--- config.mk ---
export PLATFORM = sky130hd
export DESIGN_NAME = key_event
export DESIGN_NICKNAME = d
export VERILOG_FILES = /design/src/rtl/key_event_pkg.sv /design/src/rtl/key_event_tick_gen.sv /design/src/rtl/key_event.sv
export SDC_FILE = /design/constraint.sdc
export NUM_CORES = 1
export LEC_CHECK = 0
export CORE_ASPECT_RATIO = 1.75
export CORE_MARGIN = 3
export CORE_UTILIZATION = 41
export CTS_BUF_LIST = sky130_fd_sc_hd__clkbuf_8 sky130_fd_sc_hd__clkbuf_16
export DETAILED_ROUTE_END_ITERATION = 8
export PLACE_DENSITY = 0.64
export SYNTH_ARGS = -nofsm -noshare
export SYNTH_HDL_FRONTEND = slang
export SYNTH_HIERARCHICAL = 1
export SYNTH_SLANG_ARGS = --single-unit
--- constraint.sdc ---
create_clock -name clk -period 5.2 [get_ports clk]
set_input_delay 0.78 -clock clk [delete_from_list [all_inputs] [get_ports clk]]
set_output_delay 0.78 -clock clk [all_outputs]
set_load 0.05 [all_outputs]
--- src/rtl/key_event_pkg.sv ---
// key_event_pkg: event codes and FSM state encoding for key_event
package key_event_pkg;
    typedef enum logic [1:0] {
        ST_IDLE = 2'd0,
        ST_HELD = 2'd1,
        ST_LONG = 2'd2
    } state_e;
    localparam logic [1:0] EVT_PRESS   = 2'b00;
    localparam logic [1:0] EVT_RELEASE = 2'b01;
    localparam logic [1:0] EVT_LONG    = 2'b10;
    localparam logic [1:0] EVT_REPEAT  = 2'b11;
endpackage

--- src/rtl/key_event_tick_gen.sv ---
// tick_gen: free-running prescaler, one-cycle tick at terminal count, held at 0 while idle
module tick_gen #(
    parameter int CLK_PER_TICK = 1_000_000
) (
    input  logic clk,
    input  logic res,
    input  logic run,
    input  logic restart,
    output logic tick
);
    localparam int CW = CLK_PER_TICK > 1 ? $clog2(CLK_PER_TICK) : 1;
    localparam logic [CW-1:0] TC = CW'(CLK_PER_TICK - 1);
    logic [CW-1:0] cnt_q, cnt_d;
    assign tick = run && cnt_q == TC;
    always_comb cnt_d = (restart || !run || tick) ? '0 : cnt_q + 1'b1;
    always_ff @(posedge clk) begin
        if (res) cnt_q <= '0;
        else     cnt_q <= cnt_d;
    end
endmodule

--- src/rtl/key_event.sv ---
// key_event: classifies debounced key activity into timestamped press/release/long/repeat events
module key_event
    import key_event_pkg::*;
#(
    parameter int CLK_PER_TICK = 1_000_000,
    parameter int HOLD_W       = 16
) (
    input  logic              clk,
    input  logic              res,
    input  logic              ena,
    input  logic [7:0]        long_time,
    input  logic [7:0]        rep_time,
    input  logic              data_in,
    output logic              evt_valid,
    output logic [1:0]        evt_code,
    output logic [HOLD_W-1:0] evt_hold,
    input  logic              evt_ack,
    output logic              ovf,
    input  logic              ovf_clr,
    output logic              pressed
);
    state_e            state_q, state_d;
    logic              d_q;
    logic [HOLD_W-1:0] hold_q, hold_d, hold_inc, ev_hold;
    logic [7:0]        rep_q, rep_d, rep_inc;
    logic              valid_q, valid_d, ovf_q, ovf_d;
    logic [1:0]        code_q, code_d, ev_code;
    logic [HOLD_W-1:0] evh_q, evh_d;
    logic              rise, fall, tick, restart, fire, load;

    assign rise     = ena && data_in && !d_q;
    assign fall     = ena && !data_in && d_q;
    assign hold_inc = &hold_q ? hold_q : hold_q + 1'b1;
    assign rep_inc  = &rep_q ? rep_q : rep_q + 1'b1;

    tick_gen #(.CLK_PER_TICK(CLK_PER_TICK)) u_tick (
        .clk(clk), .res(res), .run(ena && state_q != ST_IDLE), .restart(restart), .tick(tick)
    );

    // A falling edge always takes priority over a coincident tick.
    always_comb begin
        state_d = state_q;
        hold_d  = hold_q;
        rep_d   = rep_q;
        fire    = 1'b0;
        ev_code = EVT_PRESS;
        ev_hold = '0;
        restart = 1'b0;
        if (!ena) begin
            state_d = ST_IDLE;
            hold_d  = '0;
            rep_d   = '0;
        end else if (state_q == ST_IDLE) begin
            if (rise) begin
                fire    = 1'b1;
                hold_d  = '0;
                rep_d   = '0;
                restart = 1'b1;
                state_d = ST_HELD;
            end
        end else if (fall) begin
            fire    = 1'b1;
            ev_code = EVT_RELEASE;
            ev_hold = hold_q;
            state_d = ST_IDLE;
        end else if (tick) begin
            hold_d = hold_inc;
            if (state_q == ST_HELD) begin
                if (long_time != 8'd0 && hold_inc == HOLD_W'(long_time)) begin
                    fire    = 1'b1;
                    ev_code = EVT_LONG;
                    ev_hold = hold_inc;
                    rep_d   = '0;
                    state_d = ST_LONG;
                end
            end else begin
                rep_d = rep_inc;
                if (rep_time != 8'd0 && rep_inc == rep_time) begin
                    fire    = 1'b1;
                    ev_code = EVT_REPEAT;
                    ev_hold = hold_inc;
                    rep_d   = '0;
                end
            end
        end
    end

    always_comb begin
        load    = fire && (!valid_q || evt_ack);
        valid_d = load ? 1'b1 : (evt_ack ? 1'b0 : valid_q);
        code_d  = load ? ev_code : code_q;
        evh_d   = load ? ev_hold : evh_q;
        ovf_d   = (fire && !load) ? 1'b1 : (ovf_clr ? 1'b0 : ovf_q);
    end

    always_ff @(posedge clk) begin
        if (res) begin
            state_q <= ST_IDLE;
            d_q     <= 1'b0;
            hold_q  <= '0;
            rep_q   <= '0;
            valid_q <= 1'b0;
            code_q  <= EVT_PRESS;
            evh_q   <= '0;
            ovf_q   <= 1'b0;
        end else begin
            state_q <= state_d;
            d_q     <= data_in;
            hold_q  <= hold_d;
            rep_q   <= rep_d;
            valid_q <= valid_d;
            code_q  <= code_d;
            evh_q   <= evh_d;
            ovf_q   <= ovf_d;
        end
    end

    assign evt_valid = valid_q;
    assign evt_code  = code_q;
    assign evt_hold  = evh_q;
    assign ovf       = ovf_q;
    assign pressed   = state_q != ST_IDLE;
endmodule

==> metrics.yaml <==
power:
  irDropWorstVdd_mv: 0.167
  powerDensity_mw_per_mm2: 242
  power.leakage_uw: 0.00160
setup_path:
  worstPathArrival_ns: 4.03
  r2r_start: "hold_q[1]"
  cpPeakStageDelay_ns: 0.69
  worstPathCellList: "ha_1 -> nand3_4 -> nor4_1 -> mux2_2 -> a2111oi_4 -> nand4bb_4 -> nor3_4 -> o21a_1 -> o32ai_1"
  ff2ff_setup_slack_ns: 1.34
  r2r-end: "evt_hold[3]"
  start_kind: "flop"
  critPathSlowestCell: "o21a_1"
  setup.worst_path.class: "reg -> reg"
  critPathCaptureType: "flop"
  cp.required_ns: 5.37
  worst-path-max-fanout: 18
  reg2regPathDepth: 9
hold_path:
  holdCritPathClass: "reg -> reg"
  hold_end: "u_tick/cnt_q[0]"
  worstHoldStart: "u_tick/cnt_q[0]"
  holdPathStages: 1
route:
  vias: 4315
  via_per_inst: 6.08
  route.detailed.drc: 0
  dr.pass1.iters: 5
  avgRoutedWirePerCell_um: 18.1
  drt_iter0_drc: 215
  detail-route-antenna-nets: 0
  wl_um: 12900
clock_network:
  htree_levels: 3
  cts_tree: "yes"
  cts_root_buf: "clkbuf_16"
  clk_path_buf_depth: 2
  clock_latency_ns: 0.34
  clk_pin_slew_ns: 0.06
  cts-resized-gates: 0
  cts_setup_buffers: 0
  cts_hold_buf: 0
  cts_num_sinks: 67
  cts_buffers: 9
synth:
  async_flop_share: 0
  syn_area_mm2: 0.00445
  yosysTopAreaCellShare: 0.301
  yosysWarnings: 6
  synth.avg_cell_area_um2: 7.90
  synth_area_leader_cell: "dfxtp_1"
  synth_flop_cell: "dfxtp_1"
  seq_area_frac_synth: 0.301
  synth_cell_type_count: 77
  synth-seq-cells: 67
  synthTopCellsByArea: "dfxtp_1 30%, nor2_1 5.2%, nand2_1 4.0%, xnor2_1 3.9%, nand3_1 3.3%"
  synth-edff-count: 0
  syn_inst: 563
  syn_nets: 588
global_routing:
  antenna_found_initial: 0
  grt_pass1_wl_um: 21200
  grt-ovfl-total: 0
  track_usage: 0.217
  grt_start_max_net_pins: 21
  grt_pass1_vias: 4301
floorplanning:
  core_mm2: 0.0104
  io_pins: 43
  rows: 49
  dieArea_mm2: 0.0122
  die_y_um: 144
  start_util: 0.427
  die_x_um: 84.7
timing:
  max_freq_mhz: 259
  min_period_ns: 3.86
  slew_headroom: 0.419
  setup_violations: 0
  fin_skew_ns: 0.00694
  fin_crit_sh: 0.742
  drv_slew: 0
  tightest_slew_ns: 0.872
  hold_slack_ns: 0.455
  hold_viol_final: 0
  rsz0062_at_grt: "false"
  fin_setup_tns_ns: 0
placement:
  gp_congestion: 0.907
  dp.cells: 695
  placed_area_mm2: 0.00482
  port-buffer-count: 42
  dp_hpwl_um: 9840
layout:
  nNetsFinal: 604
  drive_above_1_share: 0.0738
  fin_cells: 710
  areaGrowthSynthToFinish_pct: 15.5
  final_area_mm2: 0.00514
  diodes: 0
  utilization: 0.493
  fill_cells: 1026
  layout_common_cells: "67 x dfxtp_1, 62 x nor2_1, 47 x nand2_1"
  layout_commonest_cell: "dfxtp_1"
run_status:
  outcome: "finished clean"
flow_run:
  maxCapViolations: 0
-- synth_stat cells (8+ instances only) --
library cell	instances
dfxtp_1	67
nor2_1	62
nand2_1	47
inv_1	30
nand3_1	29
a21oi_1	28
o21ai_0	26
xnor2_1	20
nand4_1	18
clkbuf_1	17
nor3_1	17
o32ai_1	15
xor2_1	12
nand2b_1	10
and3_1	9
a31oi_1	8
buf_2	8
nor2b_1	8
nor4_1	8
-- layout make-up --
cell class	count	area (um^2)	share of cell area
Timing Repair Buffer	43	428	0.0833
Multi-Input combinational cell	428	2780	0.542
Clock inverter	6	90.1	0.0175
Sequential cell	67	1340	0.261
Clock buffer	9	225	0.0438
Tap cell	127	159	0.0309
Inverter	30	113	0.0219
-- critical path: cells and delay by family (launching register included) --
kind                       cells  cell delay (ns)
AOI/OAI and AO/OA              3             1.24
adders and majority gates      1             0.41
DFF                            1             0.49
muxes                          1             0.45
and+or+nand+nor                4             1.08
-- metrics by stage --
stage	worst slack (ns)	total power [uW]
after floorplan	2.31	571
after global placement	1.41	602
after detailed placement	1.22	603
after CTS	1.35	1250
after global routing	1.12	1290
final	1.34	1240
-- state kept, by name (all words and copies together), names as in the netlist --
signal,count
ovf,1
state_q,2
rep_q,8
evt_code,2
evt_hold,16
hold_q,16
d_q,1
u_tick/cnt_q,20
evt_valid,1
-- where the power goes --
part | total [uW] | switching (uW) | internal, uW
Clock | 652 | 233 | 418
Sequential | 516 | 0.915 | 515
Combinational | 76.5 | 45.4 | 31.1
Total | 1240 | 280 | 964
-- how the worst max path moves through the flow --
stage	startpoint	end	slack, ns
floorplan	ena	evt_code[1]	2.31
global placement	ena	evt_code[0]	1.41
detailed placement	ena	evt_code[0]	1.22
CTS	hold_q[0]	evt_hold[3]	1.35
global route	rep_q[1]	evt_hold[2]	1.12
finish	hold_q[1]	evt_hold[3]	1.34
-- layer usage --
layer | vias to the layer above | GRT usage | wire length [um]
met3 | 52 | 0.0448 | 484
met4 | 0 | 0.137 | 753
met2 | 126 | 0.411 | 7020
met5 | - | 0 | 0
met1 | 2041 | 0.210 | 4630
li1 | 2096 | - | -
-- cells by family (layout without fill, tap and decap cells) --
kind of cell / count (synthesis) / after routing / synth area share
buf+inv: 68 / 88 / 0.0728
compound gates: 133 / 133 / 0.219
xor+xnor: 32 / 32 / 0.0630
simple gates: 250 / 250 / 0.312
flops: 67 / 67 / 0.301
mux: 10 / 10 / 0.0233
fa+ha+maj: 3 / 3 / 0.00844
No activity file was read; power rests on OpenSTA's default activity.
==> RTL edit 1: new RTL, config.mk and constraints unchanged <==
Change the parameter `HOLD_W` from 16 to 20.
--- a/src/rtl/key_event.sv
+++ b/src/rtl/key_event.sv
@@ -5,3 +5,3 @@
     parameter int CLK_PER_TICK = 1_000_000,
-    parameter int HOLD_W       = 16
+    parameter int HOLD_W       = 20
 ) (
Interface: changed (resized evt_hold); port bits go from 43 to 47. No check against the original RTL was run, so the function may have changed too.
==> RTL edit 1 against the unedited design <==
  * Global-route usage grew 1.5 points
  * Via count grew 11%
  * Area after synthesis grew 9.4%
  * Total power grew 4.5%
  * Routed wire length grew 16%
  * Largest power group unchanged
  * Worst setup slack lost 0.016 ns
  * Utilization shrank 0.83 points
  * Sequential cell count grew 8
  * Design area grew 9.3%
  * Sequential share of layout area grew 0.64 points
==> RTL edit 1: results (changes against the unedited design) <==
Run status
  • Status: finished clean

Critical path
  • Crit path launch: ena
  • Arr. time, crit path: 4.12 ns (+0.09 ns)
  • Worst Reg2Reg Path Length in Cells: 10 (+1)
  • CP Capture Point: rep_q[6]
  • R2R Setup Slk: 1.40 ns (+0.06 ns)
  • CP Max Fanout: 24 (+6)

Layout
  • Share of cells above drive strength 1: 10.9% (+3.5 points)
  • # nets final: 673 (+11%)

Placement
  • Placed instance area: 5310 sq um (+10%)
  • GP Congestion: 0.986 (+8.8%)
  • Port bufs: 46 (+9.5%)
  • HPWL Detailed: 11,200 microns (+13%)

CTS
  • # Post-CTS Setup Buffers: 0 (unchanged)
  • CTS Buf Count: 9 (unchanged)

Synth
  • Top cells by area, synth: dfxtp_1, nand2_1, a21oi_1
  • Commonest cells in the synthesized netlist: dfxtp_1, nand2_1, nor2_1
  • Syn nets: 648 (+10%)
  • Post-Synth XOR/XNOR Area: 6.12% (-0.18 points)
  • Yosys warns: 6 (unchanged)
  • Compound-Gate Fraction of Synth Area: 22.1% (+0.19 points)
  • Post-synthesis sequential area ratio: 30.8% (+0.69 points)
  • Post-synth cell types: 75 (-2.6%)
  • Post-synthesis mux area share: 1.08% (-1.3 points)
  • Post-Synth Adder-Cell Area: 0.771% (-0.073 points)

Power
  • Pleak: 1.73 nW (+8.2%)
  • Worst ir drop on vdd: 0.210 mV (+26%)
  • Sw Share: 22.8% (+0.33 points)

STA
  • Worst Tran Pin Value: 1.16 ns (+0.289 ns)
  • Worst hold slack: 0.450 ns (-0.00536 ns)
  • Clock Skew: 0.0121 ns (+0.00516 ns)

Drt
  • Drt first pass iters: 7 (+2)
  • Iteration-0 DRC Markers: 300 (+40%)
  • DR WL/cell: 18.9 microns (+4.3%)
  • Vias: 4,773 (+11%)

Global route
  • Pin count of the biggest net entering global routing: 28 (+33%)
  • GRT Util Overall: 23.2% (+1.5 points)
  • First-pass GRT wire length: 23,700 microns (+12%)
  • Vias in the first global route: 4,739 (+10%)
-- RTL edit 1: cell types whose count changed after synthesis, sizes merged, moves of 9 or more --
cell | unedited run | this run
o22ai | 7 | 17
nor4 | 9 | 21
nor3 | 19 | 29
nand4 | 20 | 11
a21oi | 29 | 46
nand2 | 48 | 69
o32ai | 20 | 3
-- RTL edit 1: cell type report --
| cell class | instances | area (sq um) |
|---|---|---|
| clock inverters | 4 | 50.0 |
| fillers | 1152 | 5970 |
| well taps | 135 | 169 |
| clock buffers | 11 | 253 |
| inverters | 33 | 124 |
| multi-input cells | 476 | 3010 |
| flip-flops and latches | 75 | 1500 |
| repair buffers | 53 | 513 |
-- RTL edit 1: layer usage --
metal  vias to the layer above  global-route usage, %  wire length [microns]
li1                       2321                      -                      -
met1                      2220                   24.4                   5520
met2                       164                   41.3                   7830
met3                        68                   3.18                    556
met4                         0                   16.2                    981
met5                         -                      0                      0
-- RTL edit 1: logic make-up after synthesis --
| group | count (synthesis) |
|---|---|
| compound gates | 149 |
| xor+xnor | 34 |
| fa+ha+maj | 3 |
| buf+inv | 72 |
| flops | 75 |
| mux | 5 |
| simple gates | 285 |
-- RTL edit 1: worst min path at each step --
stage                     cells past startpoint            start               to
after floorplan                               1  u_tick/cnt_q[0]  u_tick/cnt_q[0]
after global placement                        2              ovf              ovf
after detailed placement                      2              ovf              ovf
after CTS                                     2              ovf              ovf
after global routing                          2              ovf              ovf
final                                         2              ovf              ovf
-- RTL edit 1: per-stage QoR --
stage,instances,setup slack [ns]
final,787,1.33
after global routing,787,1.08
after CTS,787,1.37
after detailed placement,772,1.03
after global placement,772,1.16
after floorplan,623,2.20
-- RTL edit 1: critical path, cell delays in order --
cell and delay [ns]:
clkdlybuf4s50_1 0.57, nor2b_1 0.27, and4b_1 0.25, nand4_1 0.16
nor2_1 0.48, nand2_1 0.10, buf_4 0.25, nand2_1 0.38
o21a_1 0.49, a21oi_1 0.16, a211oi_2 0.20
-- RTL edit 1: power groups by stage --
stage	registers [mW]	clock network (mW)	logic [mW]
after floorplan	0.591	0	0.0454
after global placement	0.589	0	0.0795
after detailed placement	0.589	0	0.0802
after CTS	0.576	0.651	0.0806
after global routing	0.576	0.671	0.0876
final	0.576	0.642	0.0813
==> RTL edit 2: new RTL, same settings <==
Without the edit above. Register the output `ovf` once more, without a reset; this adds one clock of latency there. The other outputs are not delayed to match.
--- a/src/rtl/key_event.sv
+++ b/src/rtl/key_event.sv
@@ -120,3 +120,5 @@
     assign evt_hold  = evh_q;
-    assign ovf       = ovf_q;
+    always_ff @(posedge clk) begin
+        ovf <= ovf_q;
+    end
     assign pressed   = state_q != ST_IDLE;
Behaviour: not the same (Yosys sat finds a counterexample within 4 cycles, from zero or initial values).
==> RTL edit 2 against the unedited design <==
  * Design area up 0.37%
  * Area after synthesis up 0.45%
  * Utilization decreased by 0.11 points
  * First-iteration DRC count increased by 14%
  * Routed wire length is 1.7% lower
  * Worst setup slack better by 0.048 ns
  * Total power grew 0.13%
  * Clock power is 1% lower
  * Sequential cell count rose by 1
  * Critical endpoint is now evt_hold[9]
==> RTL edit 2: results (changes against the unedited design) <==
Critical path
  • Arr. time, crit path: 3.98 ns (-0.05 ns)
  • R2R Setup Slk: 1.39 ns (+0.05 ns)
  • Max stage delay on crit path: 0.65 ns (-0.04 ns)
  • Worst R2R End: evt_hold[9]
  • Reg-to-Reg Start: rep_q[1]

Drt
  • Routed met2 length: 6960 microns (-0.80%)
  • Vias per Instance: 5.98 (-1.6%)
  • Routed wl met3: 610 microns (+26%)
  • DRT met1 WL: 4510 microns (-2.6%)
  • Iteration-0 DRC Markers: 245 (+14%)
  • DR WL/cell: 17.8 microns (-1.8%)

Global route
  • Grt met3 use: 4.22% (-0.26 points)
  • GRT met1 Usage: 20.9% (-0.066 points)
  • GRT Util Overall: 21.3% (-0.39 points)
  • Global-route track usage on met2: 40.9% (-0.21 points)
  • First-pass GRT wire length: 20,700 microns (-2.3%)

Synth
  • Main synth FF type: dfxtp_1
  • Post-synthesis sequential area ratio: 30.5% (+0.31 points)
  • Syn Area/Cell: 7.92 sq um (+0.27%)
  • Commonest cells in the synthesized netlist: dfxtp_1, nor2_1, nand2_1
  • Top cells by area, synth: dfxtp_1, nor2_1, nand2_1

Min path
  • Worst hold path startpoint: ovf_q
  • Hold Path End: ovf

Placement
  • Port bufs: 42 (unchanged)
  • HPWL Detailed: 9630 microns (-2.1%)

Run status
  • Status: finished clean

Layout
  • # nets final: 605 (+0.17%)
  • Fillers: 1,019 (-0.68%)
  • Share of cells above drive strength 1: 7.36% (-0.013 points)

STA
  • Clock Skew: 0.00498 ns (-0.00197 ns)
  • Slew margin rel.: 41.1% (-0.75 points)

CTS
  • Later-pin clock latency in the skew report: 0.34 ns (about the same)
  • Clock-pin slew on the worst setup and hold paths: 0.06 ns (about the same)

Power
  • Worst ir drop on vdd: 0.173 mV (+3.3%)
  • Pleak: 1.60 nW (+0.26%)
## RTL edit 2: changes by cell type after synthesis
cell / delta
dfxtp_1: +1
## RTL edit 2: how the worst max path moves through the flow
stage,to,cells after the start,from
floorplan,evt_code[1],13,ena
global placement,evt_code[1],11,ena
CTS,evt_hold[9],9,rep_q[1]
finish,evt_hold[9],9,rep_q[1]
detailed placement,evt_hold[9],11,ena
global route,evt_hold[4],9,rep_q[1]
## RTL edit 2: report_power, final
group          switching, mW  leakage (nW)  total [mW]  internal, mW
clock network          0.228         0.148       0.645         0.417
registers           0.000835         0.548       0.523         0.523
logic                 0.0457         0.906      0.0768        0.0311
total                  0.275          1.60        1.25         0.971
## RTL edit 2: cell families (layout without fill, tap and decap cells)
family          after synthesis  in the layout  synth area share, %
simple gates                250            250                 31.0
compound gates              133            133                 21.8
flops                        68             68                 30.5
buf+inv                      68             88                 7.25
xor+xnor                     32             32                 6.27
mux                          10             10                 2.32
fa+ha+maj                     3              3                0.840
## RTL edit 2: metrics by stage
| step | hold slack [ns] | util [%] | total power [mW] | cell area (sq um) | setup WS [ns] |
|---|---|---|---|---|---|
| finish | 0.356 | 49.2 | 1.25 | 5160 | 1.39 |
| detailed placement | 0.354 | 46.2 | 0.611 | 4840 | 1.24 |
| global placement | 0.348 | 46.2 | 0.611 | 4840 | 1.37 |
| global route | 0.376 | 49.2 | 1.29 | 5160 | 1.15 |
| CTS | 0.360 | 49.2 | 1.26 | 5160 | 1.38 |
| floorplan | 0.332 | - | 0.579 | 4470 | 2.31 |
## RTL edit 2: layout make-up
type                       instances  area (sq um)  area share, %
multi-input combinational        428          2780           54.0
tap                              127           159           3.08
timing repair buffer              43           428           8.29
clock buffer                       9           225           4.37
inverter                          30           113           2.18
clock inverter                     6          88.8           1.72
sequential                        68          1360           26.4
